$ cat src/rtl/playback_ctrl_pkg.sv
// Shared audio-path definitions: default widths, sequencer states and speed codes.
package playback_ctrl_pkg;

  localparam int ADDR_W_DEF = 18;
  localparam int DATA_W_DEF = 16;

  localparam logic [1:0] ST_IDLE   = 2'd0;
  localparam logic [1:0] ST_WAIT   = 2'd1;
  localparam logic [1:0] ST_FETCH  = 2'd2;
  localparam logic [1:0] ST_PAUSED = 2'd3;

  typedef enum logic [1:0] {
    SPD_NORM = 2'b00,
    SPD_FAST = 2'b01,
    SPD_SLOW = 2'b10
  } speed_e;

  // The unused code 11 plays at normal speed.
  function automatic speed_e norm_speed(input logic [1:0] code);
    return (code == 2'b11) ? SPD_NORM : speed_e'(code);
  endfunction

endpackage

$ cat src/rtl/lrc_edge_det.sv
// Registers the codec frame clock and flags the first cycle of its high half.
module lrc_edge_det
  import playback_ctrl_pkg::*;
(
  input  logic i_clk,
  input  logic i_reset,
  input  logic i_lrc,
  output logic o_event
);

  logic r_lrc;

  always_ff @(posedge i_clk) begin
    if (!i_reset) begin
      r_lrc <= 1'b0;
    end else begin
      r_lrc <= i_lrc;
    end
  end

  assign o_event = i_lrc & ~r_lrc;

endmodule

$ cat src/rtl/playback_ctrl.sv
// Playback sequencer: one SRAM sample fetch per codec frame, with pause/stop
// and normal, double (skip) and half (repeat) speed.
module playback_ctrl
  import playback_ctrl_pkg::*;
#(
  parameter int ADDR_W   = ADDR_W_DEF,
  parameter int DATA_W   = DATA_W_DEF,
  parameter int READ_LAT = 1
) (
  input  logic              i_bclk,
  input  logic              i_reset,
  input  logic              i_start,
  input  logic              i_pause,
  input  logic              i_stop,
  input  logic [1:0]        i_speed,
  input  logic [ADDR_W-1:0] i_end_addr,
  input  logic              i_daclrc,
  input  logic [DATA_W-1:0] i_sram_rdata,
  output logic [ADDR_W-1:0] o_sram_addr,
  output logic              o_sram_oe_n,
  output logic [DATA_W-1:0] o_dac_data,
  output logic              o_play,
  output logic              o_done
);

  localparam logic [2:0] LAT_LAST = 3'(READ_LAT - 1);

  logic [1:0]        r_state;
  logic [ADDR_W-1:0] r_addr;
  logic [DATA_W-1:0] r_data;
  logic              r_rep;
  logic              r_pause_pend;
  logic [2:0]        r_lat_cnt;
  logic              r_done;
  speed_e            r_spd;
  speed_e            r_spd_prev;

  logic              w_event;
  speed_e            w_spd;
  logic [ADDR_W:0]   w_step;
  logic [ADDR_W:0]   w_next;
  logic              w_past_end;
  logic              w_last_beat;

  lrc_edge_det u_lrc_edge_det (
    .i_clk   (i_bclk),
    .i_reset (i_reset),
    .i_lrc   (i_daclrc),
    .o_event (w_event)
  );

  assign w_spd       = norm_speed(i_speed);
  assign w_step      = (r_spd == SPD_FAST) ? (ADDR_W+1)'(2) : (ADDR_W+1)'(1);
  // One extra bit so stepping past the top of the address space still reads as past the end.
  assign w_next      = {1'b0, r_addr} + w_step;
  assign w_past_end  = w_next > {1'b0, i_end_addr};
  assign w_last_beat = (r_lat_cnt == LAT_LAST);

  always_ff @(posedge i_bclk) begin
    if (!i_reset) begin
      r_state      <= ST_IDLE;
      r_addr       <= '0;
      r_data       <= '0;
      r_rep        <= 1'b0;
      r_pause_pend <= 1'b0;
      r_lat_cnt    <= '0;
      r_done       <= 1'b0;
      r_spd        <= SPD_NORM;
      r_spd_prev   <= SPD_NORM;
    end else begin
      r_done     <= 1'b0;
      r_spd_prev <= w_spd;
      if (i_stop) begin
        r_state      <= ST_IDLE;
        r_addr       <= '0;
        r_data       <= '0;
        r_rep        <= 1'b0;
        r_pause_pend <= 1'b0;
        r_lat_cnt    <= '0;
      end else begin
        case (r_state)
          ST_IDLE: begin
            r_addr       <= '0;
            r_data       <= '0;
            r_rep        <= 1'b0;
            r_pause_pend <= 1'b0;
            if (i_start) r_state <= ST_WAIT;
          end
          ST_WAIT: begin
            if (i_pause) begin
              r_state <= ST_PAUSED;
            end else if (w_event) begin
              if (w_spd == SPD_SLOW && r_rep) begin
                r_rep <= 1'b0;
              end else begin
                r_state   <= ST_FETCH;
                r_lat_cnt <= '0;
                r_spd     <= w_spd;
              end
            end
          end
          ST_FETCH: begin
            if (i_pause) r_pause_pend <= 1'b1;
            if (w_last_beat) begin
              r_data       <= i_sram_rdata;
              r_pause_pend <= 1'b0;
              if (w_past_end) begin
                r_state <= ST_IDLE;
                r_addr  <= '0;
                r_done  <= 1'b1;
              end else begin
                r_addr  <= w_next[ADDR_W-1:0];
                r_rep   <= (r_spd == SPD_SLOW);
                r_state <= (r_pause_pend || i_pause) ? ST_PAUSED : ST_WAIT;
              end
            end else begin
              r_lat_cnt <= r_lat_cnt + 3'd1;
            end
          end
          ST_PAUSED: begin
            if (!i_pause && i_start) r_state <= ST_WAIT;
          end
          default: r_state <= ST_IDLE;
        endcase
        // A speed change discards any half-speed repeat still owed.
        if (w_spd != r_spd_prev) r_rep <= 1'b0;
      end
    end
  end

  assign o_play      = (r_state == ST_WAIT) || (r_state == ST_FETCH);
  assign o_sram_oe_n = (r_state != ST_FETCH);
  assign o_sram_addr = r_addr;
  assign o_dac_data  = r_data;
  assign o_done      = r_done;

endmodule

$ cat config.mk
export PLATFORM = sky130hd
export DESIGN_NAME = playback_ctrl
export DESIGN_NICKNAME = d
export VERILOG_FILES = /design/src/rtl/playback_ctrl_pkg.sv /design/src/rtl/lrc_edge_det.sv /design/src/rtl/playback_ctrl.sv
export SDC_FILE = /design/constraint.sdc
export NUM_CORES = 1
export LEC_CHECK = 0
export CAP_MARGIN = 20
export CORE_MARGIN = 2
export CORE_UTILIZATION = 49
export DETAILED_ROUTE_END_ITERATION = 10
export PLACE_DENSITY_LB_ADDON = 0.2
export SLEW_MARGIN = 20
export SYNTH_ARGS = -nofsm -noshare
export SYNTH_HDL_FRONTEND = slang
export SYNTH_SLANG_ARGS = --single-unit
$ cat constraint.sdc
create_clock -name i_bclk -period 3.72 [get_ports i_bclk]
set_input_delay 0.744 -clock i_bclk [delete_from_list [all_inputs] [get_ports i_bclk]]
set_output_delay 0.744 -clock i_bclk [all_outputs]
set_load 0.1 [all_outputs]
==> results of run 1 <==
==> power by group <==
| group | internal [W] | switching [W] |
|---|---|---|
| clock network | 0.000269 | 0.000176 |
| logic | 0.0000607 | 0.0000593 |
| registers | 0.000505 | 0.00000157 |
==> cells in the mapped netlist, types with 4 or more instances <==
cell type                  count
sky130_fd_sc_hd__dfxtp_1      47
sky130_fd_sc_hd__a21o_1        5
sky130_fd_sc_hd__nor2_1       16
sky130_fd_sc_hd__clkbuf_1     10
sky130_fd_sc_hd__nand4_1      19
sky130_fd_sc_hd__o21ai_0       6
sky130_fd_sc_hd__and3_1        8
sky130_fd_sc_hd__nand3_1      13
sky130_fd_sc_hd__xnor2_1      11
sky130_fd_sc_hd__nand2b_1      5
sky130_fd_sc_hd__nand2_1      31
sky130_fd_sc_hd__nor3_1        9
sky130_fd_sc_hd__buf_4         5
sky130_fd_sc_hd__ha_1         26
sky130_fd_sc_hd__a21oi_1      28
sky130_fd_sc_hd__a22o_1       16
sky130_fd_sc_hd__xor2_1        6
sky130_fd_sc_hd__o211ai_1      5
sky130_fd_sc_hd__a31oi_1       4
sky130_fd_sc_hd__inv_1        28
==> worst max-delay path, cell delays in order (launching register included) <==
cell and delay [ps]:
sky130_fd_sc_hd__dfxtp_1 350, sky130_fd_sc_hd__nand2b_1 130, sky130_fd_sc_hd__ha_1 190, sky130_fd_sc_hd__fa_2 270, sky130_fd_sc_hd__nand2_1 140, sky130_fd_sc_hd__nor3_4 340
sky130_fd_sc_hd__nand3_2 140, sky130_fd_sc_hd__xnor2_2 180, sky130_fd_sc_hd__ha_1 350, sky130_fd_sc_hd__and4_1 250, sky130_fd_sc_hd__a2111oi_4 210, sky130_fd_sc_hd__o21ai_1 140
sky130_fd_sc_hd__a22oi_4 260, sky130_fd_sc_hd__buf_6 190, sky130_fd_sc_hd__nand4_1 100, sky130_fd_sc_hd__a31oi_1 190
==> cell families after synthesis <==
| kind of cell | after synthesis | share of synthesized area, % |
|---|---|---|
| xor gates and xnor gates | 17 | 5.10 |
| buffers and inverters | 47 | 7.08 |
| DFF | 47 | 32.2 |
| AOI/OAI and AO/OA | 80 | 19.1 |
| adders and majority gates | 27 | 11.8 |
| muxes | 2 | 0.729 |
| and+or+nand+nor | 127 | 23.9 |
==> through the flow <==
step / utilization [%] / worst slack [ps] / std cells / total power [W] / setup TNS [ps]
2_1_floorplan: - / 114 / 347 / 0.000575 / 0
3_3_place_gp: 64.2 / 202 / 488 / 0.000636 / 0
3_5_place_dp: 64.2 / 53.2 / 488 / 0.000638 / 0
4_1_cts: 66.4 / 62.7 / 496 / 0.00108 / 0
5_1_grt: 67.9 / -10.5 / 500 / 0.00111 / -14.4
6_report: 67.9 / 238 / 500 / 0.00107 / 0
==> routing by layer <==
metal	vias up	track usage, %	share of wire [%]
met5	-	0	0
met1	1294	27.3	44
li1	1390	-	-
met2	103	39.4	49
met4	0	5.59	0.63
met3	5	4.11	6.2
==> worst paths after layout <==
path	depth (start not counted)	slack, ps	startpoint	endpoint
max	15	240	r_spd[1]$_SDFFE_PN0P_	o_sram_addr[13]$_SDFFE_PP0P_
min reg2reg	2	470	o_sram_addr[0]$_SDFFE_PP0P_	o_sram_addr[0]$_SDFFE_PP0P_
min	2	470	o_sram_addr[0]$_SDFFE_PP0P_	o_sram_addr[0]$_SDFFE_PP0P_
max reg2reg	15	240	r_spd[1]$_SDFFE_PN0P_	o_sram_addr[13]$_SDFFE_PP0P_
==> repair_timing <==
item,4_1_cts,5_1_grt
hold endpoints to repair,0,0
setup endpoints to repair,0,21
resized for setup,0,12
buffers inserted,0,4
==> registers in the layout, summed over array words and instances (netlist names) <==
register	cells
o_done	1
r_lat_cnt	3
r_rep	1
o_dac_data	16
r_state	2
r_spd_prev	2
r_pause_pend	1
u_lrc_edge_det.r_lrc	1
o_sram_addr	18
r_spd	2
==> layout make-up <==
cell class                      count  share of cell area [%]
Sequential cell                    47                    24.0
Inverter                           28                    2.64
Timing Repair Buffer               89                    21.9
Tap cell                           75                    2.36
Clock inverter                      2                    1.51
Multi-Input combinational cell    253                    45.8
Clock buffer                        6                    1.83
==> layout by cell type, fill, tap and decap left out, types with 12 or more instances in the layout <==
master                            netlist  layout
sky130_fd_sc_hd__a21oi_1               28      28
sky130_fd_sc_hd__nand3_1               13      12
sky130_fd_sc_hd__nand2_1               31      31
sky130_fd_sc_hd__clkdlybuf4s50_1        0      76
sky130_fd_sc_hd__ha_1                  26      26
sky130_fd_sc_hd__a22o_1                16      16
sky130_fd_sc_hd__nor2_1                16      15
sky130_fd_sc_hd__inv_1                 28      28
sky130_fd_sc_hd__nand4_1               19      19
sky130_fd_sc_hd__dfxtp_1               47      38
==> impl_summary.txt, run 1 <==
----------------------------------------------------
[Status]
  Outcome ... finished, final reports clean

[Yosys]
  Share of async-settable or async-resettable flops after synthesis ... 0%
  Number of synthesized flops with an enable pin ... 0
  Area share of the largest cell type after synthesis ... 32.2%
  Most instantiated flip-flop cell in the synthesis netlist ... sky130_fd_sc_hd__dfxtp_1
  Share of synthesized area occupied by flip-flops and latches ... 32.2%
  Syn Nets ... 416
  Post-synthesis register bit count ... 47
  YS warnings ... 0
  Netlist area before placement ... 0.00292 mm^2
  Distinct cell type count of the synthesized netlist ... 53
  Largest cells by area after synthesis ... sky130_fd_sc_hd__dfxtp_1 (32%), sky130_fd_sc_hd__ha_1 (11%), sky130_fd_sc_hd__a21oi_1 (4.8%)
  Synth area leader ... sky130_fd_sc_hd__dfxtp_1
  Average instance area after synthesis ... 8.41 um^2
  Gate count after technology mapping ... 347

[Global routing]
  Total GRT Usage ... 22.1%
  First-pass GRT wire length ... 11600 um
  Number of antenna violations at the first check in global routing ... 0
  Vias in the first global route ... 2636
  Maximum number of pins on one net before global-route repair ... 26
  Remaining global-route overflow ... 0

[Clock tree]
  Maximum root-to-sink buffer count ... 2
  Hold buffers post-CTS ... 0
  # H-tree levels ... 2
  Buffer type at the clock tree root ... sky130_fd_sc_hd__clkbuf_8
  Number of buffers created by CTS ... 5
  Clock Pin Slew Worst Setup and Hold Paths ... 100 ps
  Clock latency at the later pin of the worst-skew pair ... 310 ps
  CTS sink cnt ... 47
  Clock tree from TritonCTS ... done

[STA]
  Final Setup Violations ... 0
  Worst setup skew after layout ... 13.7 ps
  Endpoints failing hold ... 0
  Measured slew at the worst slew-check pin ... 1060 ps
  Maximum operating frequency ... 287 MHz
  Slew Limit Headroom ... 29.3%
  Post-layout min period ... 3480 ps
  Hold slack ... 474 ps
  Count of final max-slew check failures ... 0
  Final critical-path share of the clock period ... 93.6%

[Worst setup path]
  Critical path fanouts, max ... 11
  Worst EP arrival ... 3720 ps
  Data required time of the worst path ... 3960 ps
  Path type of the worst setup path ... reg -> reg
  Kind of start point of the critical path ... register
  Setup crit end kind ... register

[Run]
  Max-cap violations ... 0

[Floorplanning]
  Die Span X ... 81.2 um
  Die Footprint ... 0.00659 mm^2
  Placement row count ... 28
  Core region area ... 0.00585 mm^2
  Chip height ... 81.2 um
  Total I/O pin count ... 79
  Starting Density ... 49.9%

[Hold path]
  Hold crit path type ... reg -> reg

[Finish]
  Synth-to-layout area growth ... 36.2%
  Footprint of the flip-flops and latches ... 952 um^2
  Final layout net count ... 493
  Diodes inserted ... 0
  Cell area after layout ... 0.00398 mm^2
  Multi-input gate area in the final layout ... 0.00182 mm^2
  Filler instances ... 480
  Ratio of cells with drive above 1 in the final layout ... 11.1%

[Drt]
  WL/cell ... 14.3 um
  Routed Antenna Nets ... 0
  Number of vias per cell after detailed routing ... 5.58
  Length of the first detailed-routing pass in iterations ... 5
  Initial drt markers ... 201
  Routed vias ... 2792
  Total Routed Length ... 7160 um
  Post-detailed-route DRC marker count ... 0

[Placement]
  Port-buffer cells ... 78
  Post-detail-place hpwl ... 5230 um
  Routability cong. ... 0.789
  Cell Area, Placed ... 0.00375 mm^2

[Pwr]
  Power per Cell Area ... 269 mW/mm^2
  Peak supply drop ... 0.000208 V
  Lkg Pwr ... 1.62 nW

----------------------------------------------------
Note: power is estimated with default switching activity, not from simulation.
==> run 2, diff against run 1 <==
CORE_ASPECT_RATIO = 0.8   (was not set)
==> run 2 against run 1 <==
  * First-iteration DRC count is 37% lower
  * Critical path depth stayed put
  * Clock-buffer cell count is 1 lower
  * Utilization is 1.0 points lower
  * Clock skew is 6.4 ps lower
  * Sequential cell count stayed put
  * Worst hold slack better by 9.4 ps
  * Power is 12% lower
  * Sequential power hardly changed
  * Critical endpoint is now r_rep$_SDFFE_PP0P_
  * Largest cell class unchanged
==> impl_summary.txt, run 2 (synthesis results as in run 1) <==
----------------------------------------------------
[Floorplanning]
  Die Span X ... 90.3 um
  Total I/O pin count ... 79
  Core region area ... 0.00582 mm^2
  Starting Density ... 50.2%
  Die Footprint ... 0.00659 mm^2
  Placement row count ... 25
  Chip height ... 73.0 um

[Global routing]
  Remaining global-route overflow ... 0
  First-pass GRT wire length ... 12100 um
  Maximum number of pins on one net before global-route repair ... 27
  Total GRT Usage ... 22.5%
  Vias in the first global route ... 2601
  Number of antenna violations at the first check in global routing ... 0

[STA]
  Maximum operating frequency ... 288 MHz
  Count of final max-slew check failures ... 0
  Slew Limit Headroom ... 34.2%
  Post-layout min period ... 3480 ps
  Final critical-path share of the clock period ... 93.5%
  Final Setup Violations ... 0
  Endpoints failing hold ... 0
  Post-Route Setup TNS ... 0 ps
  Worst setup skew after layout ... 7.26 ps
  Measured slew at the worst slew-check pin ... 984 ps

[Worst setup path]
  Most Frequent Cell on Critical Path ... sky130_fd_sc_hd__ha_1
  Worst EP arrival ... 3680 ps
  Path type of the worst setup path ... reg -> reg
  CP max stage cell ... sky130_fd_sc_hd__dfxtp_1
  Minimum setup slack among reg-to-reg paths ... 240 ps
  Critical path cell sequence ... nand2b_1, inv_1, ha_1, a21o_1, and4b_2, nand3_4, o21a_1, or2_2, ha_1, nand4_1, nor2_1, a21boi_1, a22oi_4, and3_1, a311o_1
  Setup crit end kind ... register
  Kind of start point of the critical path ... register
  Number of buffer and inverter stages on the critical path ... 1
  Critical path fanouts, max ... 9
  Worst path top cell family by delay ... simple AND/OR/NAND/NOR gates
  Data required time of the worst path ... 3920 ps
  Delay contributed by the slowest stage of the critical path ... 340 ps

[Drt]
  Routed Antenna Nets ... 0
  Total Routed Length ... 7290 um
  Initial drt markers ... 127
  Number of vias per cell after detailed routing ... 5.49
  WL/cell ... 14.5 um
  Length of the first detailed-routing pass in iterations ... 4
  Routed vias ... 2765
  Post-detailed-route DRC marker count ... 0

[Run]
  Max-cap violations ... 0

[Status]
  Outcome ... finished, final reports clean

[Pwr]
  Lkg Pwr ... 1.57 nW
  Total design power ... 0.000947 W
  Power per Cell Area ... 243 mW/mm^2
  Peak supply drop ... 0.000169 V

[Clock tree]
  Clock latency at the later pin of the worst-skew pair ... 310 ps
  # H-tree levels ... 2
  CTS sink cnt ... 47
  Buffer type at the clock tree root ... sky130_fd_sc_hd__clkbuf_8
  Clock Pin Slew Worst Setup and Hold Paths ... 100 ps
  Number of buffers created by CTS ... 5
  Maximum root-to-sink buffer count ... 2
  Clock tree from TritonCTS ... done

[Finish]
  Most frequent cells in the layout ... sky130_fd_sc_hd__clkdlybuf4s50_1 (76), sky130_fd_sc_hd__dfxtp_1 (38), sky130_fd_sc_hd__nand2_1 (31)
  Footprint of the flip-flops and latches ... 952 um^2
  Final layout net count ... 491
  Most common library cell in the layout ignoring fill and taps ... sky130_fd_sc_hd__clkdlybuf4s50_1
  Diodes inserted ... 0
  Multi-input gate area in the final layout ... 0.00179 mm^2
  Ratio of cells with drive above 1 in the final layout ... 10.2%
  Filler instances ... 498
  Synth-to-layout area growth ... 33.4%
  Max FFs per register ... 18

[Placement]
  Routability cong. ... 0.837
  Post-detail-place hpwl ... 5410 um
  Port-buffer cells ... 78

[Hold path]
  Hold crit path type ... reg -> reg

----------------------------------------------------
## run 2: through the flow
| step | setup WS, ps | instances | utilization, % | hold WS (ps) | instance area, um^2 |
|---|---|---|---|---|---|
| floorplan | 114 | 347 | - | 454 | 2930 |
| detailed placement | 125 | 495 | 64.8 | 461 | 3770 |
| global route | -8.66 | 504 | 66.9 | 509 | 3890 |
| global placement | 215 | 495 | 64.8 | 458 | 3770 |
| finish | 243 | 504 | 66.9 | 484 | 3890 |
| CTS | 109 | 503 | 66.4 | 484 | 3860 |
## run 2: final timing paths
kind	startpoint	depth (start not counted)	to
worst max register to register	r_spd[1]$_SDFFE_PN0P_	15	r_rep$_SDFFE_PP0P_
worst min register to register	o_dac_data[8]$_SDFFE_PP0P_	1	o_dac_data[8]$_SDFFE_PP0P_
worst max-delay path	r_spd[1]$_SDFFE_PN0P_	15	r_rep$_SDFFE_PP0P_
worst min-delay path	o_dac_data[8]$_SDFFE_PP0P_	1	o_dac_data[8]$_SDFFE_PP0P_
## run 2: worst reg2reg max path, cell delays in order (launching register included)
cell and delay (ps):
sky130_fd_sc_hd__dfxtp_1 340, sky130_fd_sc_hd__nand2b_1 140, sky130_fd_sc_hd__inv_1 80, sky130_fd_sc_hd__ha_1 270, sky130_fd_sc_hd__a21o_1 130, sky130_fd_sc_hd__and4b_2 320, sky130_fd_sc_hd__nand3_4 150, sky130_fd_sc_hd__o21a_1 240
sky130_fd_sc_hd__or2_2 290, sky130_fd_sc_hd__ha_1 310, sky130_fd_sc_hd__nand4_1 90, sky130_fd_sc_hd__nor2_1 130, sky130_fd_sc_hd__a21boi_1 270, sky130_fd_sc_hd__a22oi_4 130, sky130_fd_sc_hd__and3_1 160, sky130_fd_sc_hd__a311o_1 310
## run 2: routing by layer
layer	up-vias	GRT usage, %	wire length [um]
met1	1285	30.8	3520
met2	80	36.7	3270
met3	9	4.65	415
met5	-	0	0
met4	0	5.64	80
li1	1391	-	-
## run 2: layout make-up
class	count	area share, %
clock buffers	5	1.77
multi-input cells	253	46.1
well taps	81	2.60
clock inverters	3	0.611
flip-flops and latches	47	24.5
inverters	28	2.70
repair buffers	87	21.8
## run 2: what timing repair did
item	in CTS	in global routing
buffers inserted	0	1
setup endpoints to repair	0	21
gates resized for setup	0	5
hold buffers	0	0
## run 2: power breakdown
group	internal, W	leakage (nW)	switching [W]
Combinational	0.0000600	1.15	0.0000603
Clock	0.000135	0.0408	0.000185
Sequential	0.000505	0.384	0.00000162
==> run 3, diff against run 2 <==
==> constraint.sdc (replaced) <==
create_clock -name i_bclk -period 3.72 [get_ports i_bclk]
set_input_delay 0.93 -clock i_bclk [delete_from_list [all_inputs] [get_ports i_bclk]]
set_output_delay 0.93 -clock i_bclk [all_outputs]
set_load 0.1 [all_outputs]
==> run 3 against run 2 <==
  * Die area is the same
  * Via count up 2.1%
  * First-iteration DRC count increased by 21%
  * Global-route usage is 0.79 points higher
  * Worst hold slack got worse by 6.8 ps
  * Critical path type unchanged
==> impl_summary.txt, run 3 (synthesis results as in run 1) <==
----------------------------------------------------
[Clock tree]
  CTS sink cnt ... 47
  # H-tree levels ... 2
  Clock tree from TritonCTS ... done
  Clock latency at the later pin of the worst-skew pair ... 310 ps
  Buffer type at the clock tree root ... sky130_fd_sc_hd__clkbuf_8
  Clock Pin Slew Worst Setup and Hold Paths ... 90 ps
  Maximum root-to-sink buffer count ... 2
  Number of buffers created by CTS ... 5

[STA]
  Slew Limit Headroom ... 33.8%
  Endpoints failing hold ... 0
  Post-layout min period ... 3460 ps
  Final critical-path share of the clock period ... 93.1%
  Measured slew at the worst slew-check pin ... 990 ps
  Count of final max-slew check failures ... 0
  Worst setup skew after layout ... 9.23 ps
  Final Setup Violations ... 0
  Maximum operating frequency ... 289 MHz
  Hold slack ... 477 ps
  Post-Route Setup TNS ... 0 ps

[Global routing]
  Remaining global-route overflow ... 0
  Vias in the first global route ... 2638
  Number of antenna violations at the first check in global routing ... 0
  First-pass GRT wire length ... 12500 um
  Maximum number of pins on one net before global-route repair ... 27
  Total GRT Usage ... 23.2%

[Run]
  Max-cap violations ... 0

[Worst setup path]
  CP max stage cell ... sky130_fd_sc_hd__a2111oi_2
  Delay contributed by the slowest stage of the critical path ... 390 ps
  Number of buffer and inverter stages on the critical path ... 2
  Worst path top cell family by delay ... compound AO/OA/AOI/OAI gates
  Worst EP arrival ... 3700 ps
  Kind of start point of the critical path ... register
  Critical path cell sequence ... nand2b_1, inv_1, ha_1, a21o_1, and4b_2, nand3_4, o21a_1, or2_2, ha_1, a2111oi_2, o21ai_2, a22oi_4, buf_8, nand4_1, a21oi_1
  Path type of the worst setup path ... reg -> reg
  Data required time of the worst path ... 3950 ps
  Most Frequent Cell on Critical Path ... sky130_fd_sc_hd__ha_1
  Critical path fanouts, max ... 14
  Setup crit end kind ... register

[Drt]
  DR WL met2 ... 3510 um
  Detailed-route wire length on metal 1 ... 3460 um
  Met3 routed WL ... 448 um
  DR top layer ... met4
  WL/cell ... 14.8 um
  Number of vias per cell after detailed routing ... 5.56
  Post-detailed-route DRC marker count ... 0
  Routed Antenna Nets ... 0
  Routed vias ... 2822
  Initial drt markers ... 154
  Total Routed Length ... 7530 um
  Length of the first detailed-routing pass in iterations ... 4

[Pwr]
  Power per Cell Area ... 244 mW/mm^2
  Lkg Pwr ... 1.61 nW
  Total design power ... 0.000954 W
  Peak supply drop ... 0.000185 V

[Floorplanning]
  Die Span X ... 90.3 um
  Total I/O pin count ... 79
  Starting Density ... 50.2%
  Chip height ... 73.0 um
  Placement row count ... 25
  Die Footprint ... 0.00659 mm^2
  Core region area ... 0.00582 mm^2

[Finish]
  Most common library cell in the layout ignoring fill and taps ... sky130_fd_sc_hd__clkdlybuf4s50_1
  Ratio of cells with drive above 1 in the final layout ... 12.9%
  Diodes inserted ... 0
  Max FFs per register ... 18
  Final layout net count ... 495
  Most frequent cells in the layout ... sky130_fd_sc_hd__clkdlybuf4s50_1 (68), sky130_fd_sc_hd__dfxtp_1 (38), sky130_fd_sc_hd__nand2_1 (31)
  Cell area after layout ... 0.00391 mm^2
  Synth-to-layout area growth ... 33.9%

[Placement]
  Routability cong. ... 0.843
  Port-buffer cells ... 78
  Post-detail-place hpwl ... 5650 um
  Cell Area, Placed ... 0.00376 mm^2

[Hold path]
  Hold crit path type ... reg -> reg

[Status]
  Outcome ... finished, final reports clean

----------------------------------------------------
[run 3: changes by cell type in the layout (fill, tap and decap cells not counted)]
cell,before,now
sky130_fd_sc_hd__nor2_2,1,0
sky130_fd_sc_hd__clkdlybuf4s50_1,76,68
sky130_fd_sc_hd__xnor2_1,10,11
sky130_fd_sc_hd__nor2_1,15,16
sky130_fd_sc_hd__buf_8,0,1
sky130_fd_sc_hd__xnor2_2,1,0
sky130_fd_sc_hd__a21boi_1,1,0
sky130_fd_sc_hd__o21ai_1,1,0
sky130_fd_sc_hd__a21boi_2,0,1
sky130_fd_sc_hd__buf_4,10,21
sky130_fd_sc_hd__o21ai_2,0,1
[run 3: area by class of cell]
cell class	count	area (um^2)
inverters	28	105
clock buffers	5	68.8
flip-flops and latches	47	952
repair buffers	91	865
clock inverters	3	23.8
fillers	521	1910
well taps	81	101
multi-input cells	253	1790
[run 3: final timing paths]
check,start,endpoint,slack [ps],cells past startpoint
hold / removal,o_sram_addr[0]$_SDFFE_PP0P_,o_sram_addr[0]$_SDFFE_PP0P_,480,2
setup reg to reg,r_spd[1]$_SDFFE_PN0P_,o_sram_addr[1]$_SDFFE_PP0P_,260,15
hold reg to reg,o_sram_addr[0]$_SDFFE_PP0P_,o_sram_addr[0]$_SDFFE_PP0P_,480,2
setup / recovery,r_spd[1]$_SDFFE_PN0P_,o_sram_addr[1]$_SDFFE_PP0P_,260,15
[run 3: routing by layer]
layer / global-route usage (%) / vias to the layer above
met3: 3.93 / 11
met1: 31.1 / 1321
met5: 0 / -
met4: 6.32 / 0
met2: 39.4 / 85
li1: - / 1405
[run 3: what timing repair did]
action	in CTS	in global routing
hold buffers	0	0
gates resized for setup	0	8
buffers inserted	0	3
endpoints found under the setup margin	0	21
[run 3: per-stage QoR]
stage	utilization, %	std cells	setup WS (ps)
floorplan	-	347	114
global placement	64.7	497	215
detailed placement	64.7	497	26.6
CTS	66.3	505	13.8
global route	67.2	508	-11.6
finish	67.2	508	256
[run 3: report_power, final]
part | internal (W) | leakage, nW | switching [W]
sequential | 0.000505 | 0.384 | 0.00000162
clock | 0.000135 | 0.0408 | 0.000190
combinational | 0.0000618 | 1.18 | 0.0000613
total | 0.000702 | 1.61 | 0.000253
[run 3: worst reg2reg max path, stage by stage (launching register included)]
cell	delay, ps
sky130_fd_sc_hd__dfxtp_1	350
sky130_fd_sc_hd__nand2b_1	140
sky130_fd_sc_hd__inv_1	80
sky130_fd_sc_hd__ha_1	280
sky130_fd_sc_hd__a21o_1	150
sky130_fd_sc_hd__and4b_2	300
sky130_fd_sc_hd__nand3_4	130
sky130_fd_sc_hd__o21a_1	240
sky130_fd_sc_hd__or2_2	300
sky130_fd_sc_hd__ha_1	210
sky130_fd_sc_hd__a2111oi_2	390
sky130_fd_sc_hd__o21ai_2	110
sky130_fd_sc_hd__a22oi_4	230
sky130_fd_sc_hd__buf_8	190
sky130_fd_sc_hd__nand4_1	110
sky130_fd_sc_hd__a21oi_1	180
